**config.mk**
```make
export PLATFORM = sky130hd
export DESIGN_NAME = iserdes_strobe_deser_flat
export DESIGN_NICKNAME = d
export VERILOG_FILES = /design/src/rtl/iserdes_strobe_deser_if.sv /design/src/rtl/iserdes_strobe_deser.sv /design/src/flat_wrapper.sv
export SDC_FILE = /design/constraint.sdc
export NUM_CORES = 1
export LEC_CHECK = 0
export BUFFER_PORTS_ARGS = -buffer_cell sky130_fd_sc_hd__buf_2
export CORE_AREA = 2 2 39 41
export DETAILED_ROUTE_END_ITERATION = 10
export DIE_AREA = 0 0 41 43
export PLACE_DENSITY_LB_ADDON = 0.05
export SYNTH_ARGS = -nofsm -noshare
export SYNTH_HDL_FRONTEND = slang
export SYNTH_SLANG_ARGS = --single-unit
```
**constraint.sdc**
```tcl
create_clock -name CLK -period 3.3 [get_ports CLK]
set_input_delay 0.165 -clock CLK [delete_from_list [all_inputs] [get_ports CLK]]
set_output_delay 0.165 -clock CLK [all_outputs]
set_load 0.02 [all_outputs]
```
**src/rtl/iserdes_strobe_deser_if.sv**
```systemverilog
// Serial-in / parallel-out bundle for the strobe-driven deserializer.
// The source side (serial driver) uses master; the deserializer uses slave.
interface iserdes_strobe_deser_if #(
    parameter int DATA_WIDTH = 4
);
    logic                  D;
    logic                  IOCE;
    logic                  BITSLIP;
    logic [DATA_WIDTH-1:0] Q;
    logic                  VALID;
    logic                  TRAINED;
    logic [2:0]            SLIP;

    modport master (
        output D, IOCE, BITSLIP,
        input  Q, VALID, TRAINED, SLIP
    );

    modport slave (
        input  D, IOCE, BITSLIP,
        output Q, VALID, TRAINED, SLIP
    );
endinterface

```
**src/rtl/iserdes_strobe_deser.sv**
```systemverilog
// IOCLK-domain deserializer: shifts D every edge, captures a slip-aligned word on each
// IOCE strobe, steps the alignment on BITSLIP and tracks a training-pattern lock.
module iserdes_strobe_deser #(
    parameter int         DATA_WIDTH     = 4,
    parameter string      BITSLIP_ENABLE = "TRUE",
    parameter logic [7:0] TRAIN_PATTERN  = 8'hA5,
    parameter int         TRAIN_COUNT    = 4
) (
    input  logic                  CLK,
    input  logic                  RST,
    iserdes_strobe_deser_if.slave bus
);

    localparam int                    HIST_W     = 2 * DATA_WIDTH - 1;
    localparam bit                    SLIP_EN    = (BITSLIP_ENABLE == "TRUE");
    localparam logic [2:0]            SLIP_MAX   = 3'(DATA_WIDTH - 1);
    localparam logic [3:0]            TRAIN_MAX  = 4'(TRAIN_COUNT);
    localparam logic [DATA_WIDTH-1:0] TRAIN_WORD = TRAIN_PATTERN[DATA_WIDTH-1:0];

    generate
        if (DATA_WIDTH < 2 || DATA_WIDTH > 8) begin : g_bad_width
            $error("iserdes_strobe_deser: DATA_WIDTH must be in 2..8");
        end
        if (TRAIN_COUNT < 1 || TRAIN_COUNT > 15) begin : g_bad_count
            $error("iserdes_strobe_deser: TRAIN_COUNT must be in 1..15");
        end
    endgenerate

    typedef enum logic [1:0] {
        IDLE  = 2'd0,
        LOCK1 = 2'd1,
        LOCK2 = 2'd2
    } slip_state_t;

    logic [HIST_W-1:0]       hist;
    logic [2*DATA_WIDTH-1:0] nh;
    logic [2*DATA_WIDTH-1:0] nh_shifted;
    logic [DATA_WIDTH-1:0]   load_word;
    logic [DATA_WIDTH-1:0]   q_reg;
    logic                    valid_reg;
    logic                    trained_reg;

    slip_state_t state, state_next;
    logic [2:0]  slip, slip_next;
    logic        slip_accept;

    logic [3:0]  cnt, cnt_next;
    logic        word_match;

    // The newest sample sits in bit 0; a larger slip looks further back in time.
    assign nh         = {hist, bus.D};
    assign nh_shifted = nh >> slip;
    assign load_word  = nh_shifted[DATA_WIDTH-1:0];
    assign word_match = (load_word == TRAIN_WORD);

    // NOTE: every signal assigned in an always_comb gets a default first, so no path
    // leaves it holding its previous value and a latch is never inferred.
    always_comb begin
        state_next  = state;
        slip_next   = slip;
        slip_accept = 1'b0;
        if (bus.IOCE) begin
            case (state)
                IDLE: begin
                    if (bus.BITSLIP && SLIP_EN) begin
                        slip_accept = 1'b1;
                        slip_next   = (slip == SLIP_MAX) ? 3'd0 : slip + 3'd1;
                        state_next  = LOCK1;
                    end
                end
                LOCK1:   state_next = LOCK2;
                LOCK2:   state_next = IDLE;
                default: state_next = IDLE;
            endcase
        end
    end

    // Match counter saturates at TRAIN_COUNT; an accepted slip always restarts it.
    always_comb begin
        cnt_next = cnt;
        if (bus.IOCE) begin
            if (slip_accept) begin
                cnt_next = 4'd0;
            end else if (word_match) begin
                cnt_next = (cnt == TRAIN_MAX) ? TRAIN_MAX : cnt + 4'd1;
            end else begin
                cnt_next = 4'd0;
            end
        end
    end

    // NOTE: state registers use non-blocking assignments so every flop samples the
    // pre-edge values and the order of statements inside the block does not matter.
    // NOTE: the history shift register is reset along with the rest, because the
    // first words after reset must see zeros in the bits not yet received.
    always_ff @(posedge CLK or posedge RST) begin
        if (RST) begin
            hist        <= '0;
            q_reg       <= '0;
            valid_reg   <= 1'b0;
            trained_reg <= 1'b0;
            state       <= IDLE;
            slip        <= 3'd0;
            cnt         <= 4'd0;
        end else begin
            hist      <= nh[HIST_W-1:0];
            state     <= state_next;
            slip      <= slip_next;
            cnt       <= cnt_next;
            valid_reg <= bus.IOCE;
            if (bus.IOCE) begin
                q_reg       <= load_word;
                trained_reg <= (cnt_next == TRAIN_MAX);
            end
        end
    end

    assign bus.Q       = q_reg;
    assign bus.VALID   = valid_reg;
    assign bus.TRAINED = trained_reg;
    assign bus.SLIP    = slip;

endmodule
```
**src/flat_wrapper.sv**
```systemverilog
// flat-port wrapper written by rule: the top's interface ports become plain ports
module iserdes_strobe_deser_flat 
#(
    parameter int         DATA_WIDTH     = 4,
    parameter string      BITSLIP_ENABLE = "    ",
    parameter logic [7:0] TRAIN_PATTERN  = 8'hA5,
    parameter int         TRAIN_COUNT    = 4
)
  (CLK, RST, bus_D, bus_IOCE, bus_BITSLIP, bus_Q, bus_VALID, bus_TRAINED, bus_SLIP);
  iserdes_strobe_deser_if #(.DATA_WIDTH(DATA_WIDTH)) bus_i ();
  input  logic CLK;
  input  logic RST;
  input wire logic [$bits(bus_i.D)-1:0] bus_D;
  input wire logic [$bits(bus_i.IOCE)-1:0] bus_IOCE;
  input wire logic [$bits(bus_i.BITSLIP)-1:0] bus_BITSLIP;
  output wire logic [$bits(bus_i.Q)-1:0] bus_Q;
  output wire logic [$bits(bus_i.VALID)-1:0] bus_VALID;
  output wire logic [$bits(bus_i.TRAINED)-1:0] bus_TRAINED;
  output wire logic [$bits(bus_i.SLIP)-1:0] bus_SLIP;
  assign bus_i.D = bus_D;
  assign bus_i.IOCE = bus_IOCE;
  assign bus_i.BITSLIP = bus_BITSLIP;
  assign bus_Q = bus_i.Q;
  assign bus_VALID = bus_i.VALID;
  assign bus_TRAINED = bus_i.TRAINED;
  assign bus_SLIP = bus_i.SLIP;
  iserdes_strobe_deser #(.DATA_WIDTH(DATA_WIDTH), .BITSLIP_ENABLE(BITSLIP_ENABLE), .TRAIN_PATTERN(TRAIN_PATTERN), .TRAIN_COUNT(TRAIN_COUNT)) u_core (.CLK(CLK), .RST(RST), .bus(bus_i));
endmodule
```
==> impl_metrics.tcl <==
set metrics [dict create \
    synth.avg_cell_area_um2 11.9 \
    ant_nets 0 \
    insertion_delay_ps 270 \
    grt_pass1_vias 385 \
    grt_antenna_before_repair 0 \
    gp_congestion 0.718 \
    finalHoldViolations 0 \
    drc 0 \
    fmax_mhz 706 \
    fin_tns_setup_ps 0 \
    clkTransAtPathRegs_ps 70 \
    root_buffer "clkbuf_4" \
    initial_core_util_pct 45.8 \
    timing_max_transition_violations_final 0 \
    critPathKind "reg -> reg" \
    htree_levels 1 \
    routed_wl_mm 1.01 \
    grt_pass1_wl_mm 1.81 \
    die_w_um 41 \
    crit_family "compound AO/OA/AOI/OAI gates" \
    portBuffers 9 \
    antenna_cells 0 \
    ys_seq_area_share_pct 51.4 \
    arrival_ps 1570 \
    endpoint_kind "flip-flop" \
    max_cap_violations 0 \
    vdd.ir_drop.worst_mv 0.261 \
    area_growth_syn_to_layout_pct 11.9 \
    final_cell_area_um2 708 \
    cts_max_path_buffers 2 \
    wl_per_cell_um 12.4 \
    nets 73 \
    synth.cell_area_um2 633 \
    cellPowerDensity_nw_per_um2 428 \
    die_h_um 43 \
    finalCriticalPeriod_ps 1420 \
    slowest_delay_ps 430 \
    fp-row-count 14 \
    cp.required_ps 3450 \
    period_share_pct 42.9 \
    placed_area_um2 672 \
    grt_overflow 0 \
    synth_cell_types 26 \
    final_common_cell "dfrtp_1" \
    yosys_register_bits 13 \
    drive_gt1_share_pct 33.8 \
    cts_made_buffers 3 \
    layout_common_cells "dfrtp_1 (13), buf_2 (9), inv_1 (5), mux2_2 (4)" \
    drt_iter0_drc 6 \
    cts_setup_buffers 0 \
    cp_cell_sequence "inv_1, ha_1, o21bai_1, a311oi_1, o41ai_2" \
    yosysWarnings 0 \
    clock-sinks 13 \
    die-area_um2 1760 \
    tritoncts "done" \
    grt.total_usage_pct 15.8 \
    setup_violations 0 \
    status "completed" \
    num_vias 421 \
    ios 14 \
    synthCells 53 \
    post-dp-hpwl_um 728 \
    rsz0062_at_grt "false" \
    critPathSlowestCell "dfrtp_1" \
    design.core.area_um2 1380 \
    startpoint_type "flip-flop" \
    hold_path.class "in -> reg" \
    drtPass1Iterations 3 \
    fin_skew_ps 2.32 \
    drt-vias-per-instance 5.20 \
    power_leakage_nw 0.342 \
    grt_max_degree 14 \
    crit_buf_inv 1 \
    crit_path_max_fanout 6 \
]
## metal layers
layer | global-route usage (%) | routed length (um) | vias up
li1 | - | - | 206
met1 | 25.7 | 505 | 207
met2 | 18.4 | 461 | 6
met3 | 1.57 | 29 | 2
met4 | 12.0 | 11 | 0
met5 | 0 | 0 | -
## synthesized netlist by cell type
| cell | count | area share (%) |
|---|---|---|
| or2_2 | 1 | 0.99 |
| o32ai_2 | 1 | 2.6 |
| buf_6 | 1 | 1.8 |
| o31ai_1 | 1 | 1.2 |
| o41ai_2 | 1 | 2.6 |
| ha_1 | 2 | 4.0 |
| mux2_2 | 4 | 7.1 |
| and2b_2 | 1 | 1.4 |
| a31oi_1 | 2 | 2.0 |
| buf_4 | 3 | 3.6 |
| dfrtp_1 | 13 | 51 |
| conb_1 | 1 | 0.59 |
| o211ai_1 | 1 | 1.2 |
| and3b_4 | 1 | 2.0 |
| a311oi_1 | 1 | 1.4 |
| nand2_4 | 1 | 1.8 |
| a21oi_1 | 2 | 1.6 |
| and4b_1 | 1 | 1.6 |
| nor3b_1 | 1 | 1.2 |
| and2_1 | 1 | 0.99 |
| nand2_1 | 3 | 1.8 |
| nand3_1 | 2 | 1.6 |
| nor2b_1 | 1 | 0.99 |
| inv_1 | 5 | 3.0 |
| o21bai_1 | 1 | 1.2 |
| o21ai_0 | 1 | 0.79 |
## logic make-up after synthesis
kind of cell	Yosys count	share of synthesized area, %
compound gates	11	14.4
fa+ha+maj	2	3.95
simple gates	13	14.2
mux	4	7.11
other cells	1	0.592
buf+inv	9	8.30
flops	13	51.4
## sequential cells by signal (all words and copies together), names as in the netlist
| name | cells |
|---|---|
| u_core.cnt | 4 |
| u_core.bus.Q | 4 |
| u_core.bus.VALID | 1 |
| u_core.bus.TRAINED | 1 |
| u_core.hist | 3 |
## where the power goes
group	switching, mW	internal (mW)
sequential	0.00430	0.167
clock	0.0479	0.0468
combinational	0.0234	0.0139
## metrics by stage
step                      utilization [%]  hold WS (ps)  instances  total power [mW]  worst slack [ps]
final                                51.2          30.2         81             0.303              1880
after CTS                            51.2          21.6         81             0.307              1860
after floorplan                         -          42.0         55             0.204              2020
after global placement               48.6           217         76             0.211              1860
after global routing                 51.2          18.8         81             0.321              1720
after detailed placement             48.6           201         76             0.211              1890
## path summary, 6_finish.rpt
path | from | to | slack [ps] | cells past startpoint
max | u_core.cnt[0] | u_core.bus.TRAINED | 1880 | 5
min | bus_D | u_core.hist[0] | 30 | 1
max reg2reg | u_core.cnt[0] | u_core.bus.TRAINED | 1880 | 5
min reg2reg | u_core.hist[0] | u_core.hist[1] | 420 | 0
max in group asynchronous | RST | u_core.hist[2] | 2520 | 3
min in group asynchronous | RST | u_core.hist[1] | 470 | 3
## area by class of cell
cell class	instances	area, um2
flip-flops and latches	13	325
repair buffers	10	55.1
fillers	125	676
clock buffers	4	26.3
multi-input cells	33	263
well taps	16	20.0
inverters	5	18.8
## repair_timing
item,4_1_cts,5_1_grt
hold endpoints to repair,13,0
gates resized for setup,0,0
hold buffers,1,0
No activity file was read; power rests on OpenSTA's default activity.
